### src/rtl/counter_pkg.sv
// Shared register map, bit positions and FSM state type for the
// AXI-driven timer/counter.
package counter_pkg;

    localparam int unsigned REG_CTRL     = 0;
    localparam int unsigned REG_PRESCALE = 1;
    localparam int unsigned REG_LIMIT    = 2;
    localparam int unsigned REG_COMPARE  = 3;
    localparam int unsigned REG_LOAD     = 4;
    localparam int unsigned REG_CMD      = 5;

    localparam int unsigned CTRL_EN           = 0;
    localparam int unsigned CTRL_DIR          = 1;
    localparam int unsigned CTRL_ONESHOT      = 2;
    localparam int unsigned CTRL_IRQ_EN_OVF   = 3;
    localparam int unsigned CTRL_IRQ_EN_MATCH = 4;
    localparam int unsigned CTRL_USED_BITS    = 5;

    localparam int unsigned CMD_LOAD_T     = 0;
    localparam int unsigned CMD_IRQCLR_T   = 1;
    localparam int unsigned CMD_USED_BITS  = 2;

    typedef enum logic [1:0] {
        IDLE = 2'd0,
        RUN  = 2'd1,
        DONE = 2'd2
    } state_t;

endpackage

### src/rtl/counter_prescaler.sv
// Prescaler: counts 0..prescale while enabled and emits tick on the
// terminal value.
module counter_prescaler
    import counter_pkg::*;
#(
    parameter int unsigned DATA_WIDTH = 32
) (
    input  logic                  clk,
    input  logic                  areset,
    input  logic                  enable,
    input  logic                  clear,
    input  logic [DATA_WIDTH-1:0] prescale,
    output logic                  tick
);

    logic [DATA_WIDTH-1:0] cnt_q;

    // >= rather than == so a PRESCALE lowered mid-count cannot strand the
    // counter for a full 2^DATA_WIDTH wrap.
    assign tick = enable && (cnt_q >= prescale);

    always_ff @(posedge clk) begin
        if (areset || clear) begin
            cnt_q <= '0;
        end else if (enable) begin
            cnt_q <= tick ? '0 : cnt_q + DATA_WIDTH'(1);
        end
    end

endmodule

### src/rtl/axi_counter_core.sv
// Programmable up/down timer with reload, one-shot, compare and sticky
// interrupt, configured from the AXI register array.
module axi_counter_core
    import counter_pkg::*;
#(
    parameter int unsigned DATA_WIDTH    = 32,
    parameter int unsigned BRAM_QUANTITY = 6
) (
    input  logic                  clk,
    input  logic                  areset,
    input  logic [DATA_WIDTH-1:0] regs_i [0:BRAM_QUANTITY-1],
    output logic [DATA_WIDTH-1:0] count_o,
    output logic                  running_o,
    output logic                  ovf_o,
    output logic                  match_o,
    output logic                  irq_o
);

    logic [DATA_WIDTH-1:0] ctrl;
    logic [DATA_WIDTH-1:0] prescale;
    logic [DATA_WIDTH-1:0] limit;
    logic [DATA_WIDTH-1:0] compare;
    logic [DATA_WIDTH-1:0] load_val;
    logic [DATA_WIDTH-1:0] cmd;

    logic                  en;
    logic                  dir_down;
    logic                  oneshot;
    logic [1:0]            cmd_shadow_q;
    logic                  load_fire;
    logic                  irqclr_fire;
    logic                  irq_set;

    state_t                state_q;
    state_t                state_d;
    logic                  count_en;
    logic                  running_d;
    logic                  tick;
    logic                  terminal;
    logic                  changed_q;
    logic [DATA_WIDTH-1:0] count_d;
    logic                  unused_bits;

    assign ctrl     = regs_i[REG_CTRL];
    assign prescale = regs_i[REG_PRESCALE];
    assign limit    = regs_i[REG_LIMIT];
    assign compare  = regs_i[REG_COMPARE];
    assign load_val = regs_i[REG_LOAD];
    assign cmd      = regs_i[REG_CMD];

    assign en       = ctrl[CTRL_EN];
    assign dir_down = ctrl[CTRL_DIR];
    assign oneshot  = ctrl[CTRL_ONESHOT];

    // Registers have no write strobe: a command is any flip of its CMD bit.
    assign load_fire   = cmd[CMD_LOAD_T]   ^ cmd_shadow_q[0];
    assign irqclr_fire = cmd[CMD_IRQCLR_T] ^ cmd_shadow_q[1];
    assign irq_set     = (ovf_o & ctrl[CTRL_IRQ_EN_OVF]) | (match_o & ctrl[CTRL_IRQ_EN_MATCH]);

    always_comb begin
        unused_bits = ^{ctrl[DATA_WIDTH-1:CTRL_USED_BITS], cmd[DATA_WIDTH-1:CMD_USED_BITS]};
        for (int unsigned i = 6; i < BRAM_QUANTITY; i++) begin
            unused_bits = unused_bits ^ (^regs_i[i]);
        end
    end

    // Held at zero whenever not counting, which also covers clear-on-entry to RUN.
    counter_prescaler #(
        .DATA_WIDTH(DATA_WIDTH)
    ) u_prescaler (
        .clk     (clk),
        .areset  (areset),
        .enable  (count_en),
        .clear   (load_fire || !count_en),
        .prescale(prescale),
        .tick    (tick)
    );

    always_ff @(posedge clk) begin
        if (areset) begin
            state_q <= IDLE;
        end else begin
            state_q <= state_d;
        end
    end

    always_comb begin
        state_d = state_q;
        case (state_q)
            IDLE: if (en) state_d = RUN;
            RUN: begin
                if (!en) begin
                    state_d = IDLE;
                end else if (terminal && oneshot) begin
                    state_d = DONE;
                end
            end
            DONE: if (load_fire || !en) state_d = IDLE;
            default: state_d = IDLE;
        endcase
    end

    always_comb begin
        count_en  = (state_q == RUN) && en;
        running_d = (state_d == RUN);
    end

    always_comb begin
        count_d  = count_o;
        terminal = 1'b0;
        if (load_fire) begin
            count_d = load_val;
        end else if (tick) begin
            if (!dir_down) begin
                if (count_o >= limit) begin
                    terminal = 1'b1;
                    count_d  = oneshot ? count_o : '0;
                end else begin
                    count_d = count_o + DATA_WIDTH'(1);
                end
            end else begin
                if (count_o == '0) begin
                    terminal = 1'b1;
                    count_d  = oneshot ? '0 : limit;
                end else begin
                    count_d = count_o - DATA_WIDTH'(1);
                end
            end
        end
    end

    always_ff @(posedge clk) begin
        if (areset) begin
            count_o      <= '0;
            running_o    <= 1'b0;
            ovf_o        <= 1'b0;
            match_o      <= 1'b0;
            irq_o        <= 1'b0;
            changed_q    <= 1'b0;
            cmd_shadow_q <= '0;
        end else begin
            count_o      <= count_d;
            running_o    <= running_d;
            ovf_o        <= terminal;
            changed_q    <= load_fire || (count_d != count_o);
            match_o      <= changed_q && (count_o == compare);
            cmd_shadow_q <= {cmd[CMD_IRQCLR_T], cmd[CMD_LOAD_T]};
            if (irq_set) begin
                irq_o <= 1'b1;
            end else if (irqclr_fire) begin
                irq_o <= 1'b0;
            end
        end
    end

endmodule
### config.mk
export PLATFORM = sky130hd
export DESIGN_NAME = axi_counter_core
export DESIGN_NICKNAME = d
export VERILOG_FILES = /design/src/rtl/counter_pkg.sv /design/src/rtl/counter_prescaler.sv /design/src/rtl/axi_counter_core.sv
export SDC_FILE = /design/constraint.sdc
export NUM_CORES = 1
export LEC_CHECK = 0
export CAP_MARGIN = 20
export CORE_AREA = 2 2 150 152
export CTS_BUF_LIST = sky130_fd_sc_hd__clkbuf_2
export CTS_CLUSTER_SIZE = 28
export DETAILED_ROUTE_END_ITERATION = 8
export DIE_AREA = 0 0 152 154
export PLACE_DENSITY_LB_ADDON = 0.08
export SLEW_MARGIN = 20
export SYNTH_ARGS = -nofsm -noshare
export SYNTH_HDL_FRONTEND = slang
export SYNTH_HIERARCHICAL = 1
export SYNTH_SLANG_ARGS = --single-unit
### constraint.sdc
create_clock -name clk -period 5.8 [get_ports clk]
set_clock_uncertainty 0.1 [all_clocks]
set_input_delay 1.74 -clock clk [delete_from_list [all_inputs] [get_ports clk]]
set_output_delay 1.74 -clock clk [all_outputs]
set_load 0.1 [all_outputs]
==> impl_summary.md <==
Worst setup path
Walking the worst path, the cells encountered are clkdlybuf4s50_1 > inv_1 > ha_1 > nand4_1 > or3_1 > o32ai_1 > o311a_1 > o21a_2 > clkinv_1 > nor2_1 > nand2_1 > o311ai_1 > mux2i_1 > buf_4 > o2111ai_1 > nor4_1 > a41oi_1. In this run the critical register-to-register path is launched from count_o[17]$_SDFF_PP0_. STA puts the critical path data arrival time at around 5.8 ns. The reg2reg setup slack is 0.98 ns. For this design, the slowest cell found on the critical path is o311ai_1.

Among cell families on the critical path, the largest total delay comes from compound AO/OA/AOI/OAI gates. The critical path required time is 6.18 ns. STA classifies the critical path startpoint as an input pin. The top fanout value on the critical path is 3. The depth of the worst register-to-register path is 11. The startpoint of the worst setup timing path is regs_i[143]. The number of buffer and inverter stages on the critical path is 4. The capturing element type of the critical path is a register.

The path type of the worst setup path is in -> reg. The endpoint identified for the worst register-to-register timing path is changed_q$_SDFF_PP0_. The largest single stage delay on the critical path is 0.51 ns.

GRT
In the global route stage, met3 resource usage came out at 0.05496. The met1 routing resource usage after global routing is 0.4147. In the global route stage, overall resource usage came out at 0.3185.

The global routing stage identified its most utilized layer as met2. The first-pass GRT wire length is 58350 µm. The initial antenna violation count is 1. The pin count of the biggest net entering global routing is 65.

For met2 alone, demand over resource in global routing was 0.5283. The total overflow left after global routing is 0. The number of global-route vias before repair was 9927.

Timing
The worst path meets setup with a little under 0.4 ns of slack. The accumulated negative setup slack is 0 ns. Setup violations remaining at the end of the flow were counted as 0. At the pin with the least slew margin, the transition time is between 1 and 1.5 ns. The count of final max-slew check failures is 0.

The hold violation total from the final report is 0. The worst slew margin relative to its limit is 0.3308. Setup repair after global routing left no endpoint under its margin. The maximum clock frequency is between 0.15 and 0.2 GHz. In the finished design, the share of the clock period the worst path needs comes to 0.9320. Subtracting the final worst setup slack from the clock period gives 5.405 ns.

Floorplanning
The overall die area is 23410 µm². The die is 152 µm wide. The starting density of the core is 0.3973. During I/O placement, the number of pins put on the boundary was 230.

Row generation in the floorplan step produced 54 rows. The core footprint is 21690 µm². The die is 154 µm tall.

Synth
The library cell with the highest instance count after synthesis is nand2_1. Averaged over all synthesized cells, the footprint is 7.085 µm². The most used flip-flop cell after synthesis is dfxtp_1.

In the synthesized netlist the async set-or-reset flop fraction comes to 0. The number of library cell types mapped by synthesis is 87. By count the netlist is led by nand2_1 (113), nor2_1 (107), inv_1 (80). The number of enable flip-flop cells after synthesis is 0. Counting every instance in the synthesized netlist gives 1216. The number of nets handed over by synthesis was 1477. In this run, synthesis produced a sequential element count of 73. Of the post-synthesis cell area, the dominant cell type holds 0.1696. The count of yosys warnings during synthesis is 6. Yosys attributes the largest share of cell area to dfxtp_1 (17%), ha_1 (9.7%), xnor2_1 (5.0%). The library cell occupying the most area in the post-synthesis netlist is dfxtp_1. The mapped netlist covers 8616 µm². The register area share after synthesis is 0.1696.

CTS
The hold-fix buffer count after cts is 0. The CTS root buffer is clkbuf_2. The number of sinks on the clock net is 73. The quantity of gates resized following cts is 0. The H-tree level count is 3. Clock-pin slew was measured on the worst setup and hold paths at 0.25 ns.

The number of buffers created by CTS is 9. Clock latency on the worst-skew pair, taken at its later pin, is 0.62 ns. The clock tree from TritonCTS is done.

In this run the post-CTS setup repair buffer count came out at 0. The buffer levels on the longest clock path is 2.

Min path
For hold timing, the worst endpoint is state_q[0]$_SDFF_PP0_. The path category of the worst min-delay check is reg -> reg. The depth of the worst hold-timing path is 1.

The worst hold path startpoint is state_q[1]$_SDFF_PP0_.

Pwr
The fraction of power consumed by the clock network is 0.200. The fraction of power consumed by sequential logic is 0.301. The total leakage power is 4.463 nW. The switching power as a share of total power is 0.4577. The power density over cell area is 167.2 nW/µm². The proportion of power drawn by combinational gates is 0.500.

The analysis attributes to net switching a power of about 860 µW. The internal cell power is 1.023 mW. Across the VDD grid, the largest voltage drop is 105.7 µV.

Place
The congestion estimate from routability-driven global placement came to 0.9943. OpenSTA, run right after detailed placement, puts the worst setup slack at -0.2204 ns. The placed instances occupy a cell area of ~11000 µm². The half-perimeter wire length of the detailed placement result is 28910 µm. The number of placed cells counting well taps is 1680. The number of buffer cells added on primary ports is 172.

Layout
At the end of the flow the core is filled with cells to 0.5199. Summing all non-filler instances in the final layout gives an area of 11280 µm². The filler-free cell count of the finished design is approximately 1700. The number of nets at the end of the flow is approximately 1700. From synthesis to final layout, the design area changed by 30.87%. The fraction of layout cells with a size suffix above 1 is 0.1144.

Route
The number of nets with antenna violations after routing is 0. The first-pass detailed-route iteration total is 6. In the routed design, unresolved DRC markers number 0.

The routed wirelength normalized by instance count is 22.59 µm. The routed layout has 10422 vias. The number of DRC markers after the initial detailed-route iteration is 1054. The wire length after detailed routing is 38340 µm.

After detailed routing, the number of vias per cell comes to just over 6.

Job
The tool flagged a number of max-cap violations equal to 0.

Run status
The flow ran to the end, and the final reports show no timing, DRC or antenna violations.
-- cell families after synthesis --
group / share of synthesized area
compound gates: 0.2393
buf+inv: 0.08089
flops: 0.1696
xor+xnor: 0.08946
fa+ha+maj: 0.09730
mux: 0.01191
simple gates: 0.3115
-- placed cells by master (no fill, tap or decap), drive strengths merged, types with 6 or more instances in the layout --
master,count
a21oi,76
mux2i,8
a211oi,10
nor2,107
o211ai,23
a221oi,8
o21a,9
o221ai,8
o21ai,62
a311oi,6
and3,17
nor3,57
buf,105
o31ai,9
clkbuf,9
xor2,39
nand3,54
o22ai,6
o311ai,9
inv,82
a2111oi,8
a31oi,16
nor2b,8
nand4,49
nand2,113
ha,67
and2,7
dfxtp,73
nor4b,7
and4,11
xnor2,49
clkdlybuf4s50,170
or3,11
nor4,45
-- worst max path at each step --
stage,endpoint,depth (start not counted)
finish,changed_q$_SDFF_PP0_,17
global route,changed_q$_SDFF_PP0_,17
CTS,changed_q$_SDFF_PP0_,17
detailed placement,changed_q$_SDFF_PP0_,17
global placement,changed_q$_SDFF_PP0_,17
floorplan,changed_q$_SDFF_PP0_,16
-- power by group through the flow --
stage	logic, mW	clock network, mW	registers [mW]
after floorplan	0.415	0	0.701
after global placement	0.918	0	0.574
after CTS	0.926	0.387	0.565
after global routing	0.998	0.405	0.570
final	0.942	0.377	0.567
after detailed placement	0.923	0	0.574
-- worst register-to-register path, stage by stage (launching register included) --
cell and delay (ns):
dfxtp_1 0.59, nor4_1 0.89, nand3_1 0.52, or3_1 0.88, a21oi_1 0.37, o21ai_1 0.10
o311ai_1 0.19, mux2i_1 0.27, buf_4 0.14, o2111ai_1 0.09, nor4_1 0.33, a41oi_1 0.21
-- registers in the layout (all words and copies together) (netlist names) --
signal             cells
changed_q              1
count_o               32
match_o                1
ovf_o                  1
state_q                2
cmd_shadow_q           2
running_o              1
irq_o                  1
u_prescaler/cnt_q     32
-- layer usage --
metal / routed length [µm] / up-vias
li1: - / 4890
met1: 15870 / 4860
met2: 17680 / 582
met3: 3459 / 90
met4: 1325 / 0
met5: 0 / -
-- metrics by stage --
stage,hold WS (ns),power (mW)
floorplan,0.3474,1.116
global placement,0.3696,1.493
detailed placement,0.3852,1.497
CTS,0.3991,1.879
global route,0.4422,1.972
finish,0.4155,1.886
-- cell type report --
cell class	count	area, µm²
inverter	82	307.8
clock buffer	9	45.04
fill	2183	10410
clock inverter	7	101.3
multi-input combinational	970	6485
sequential	73	1461
antenna	1	2.502
tap	280	350.3
timing repair buffer	275	2522
No activity file was read; power rests on OpenSTA's default activity.
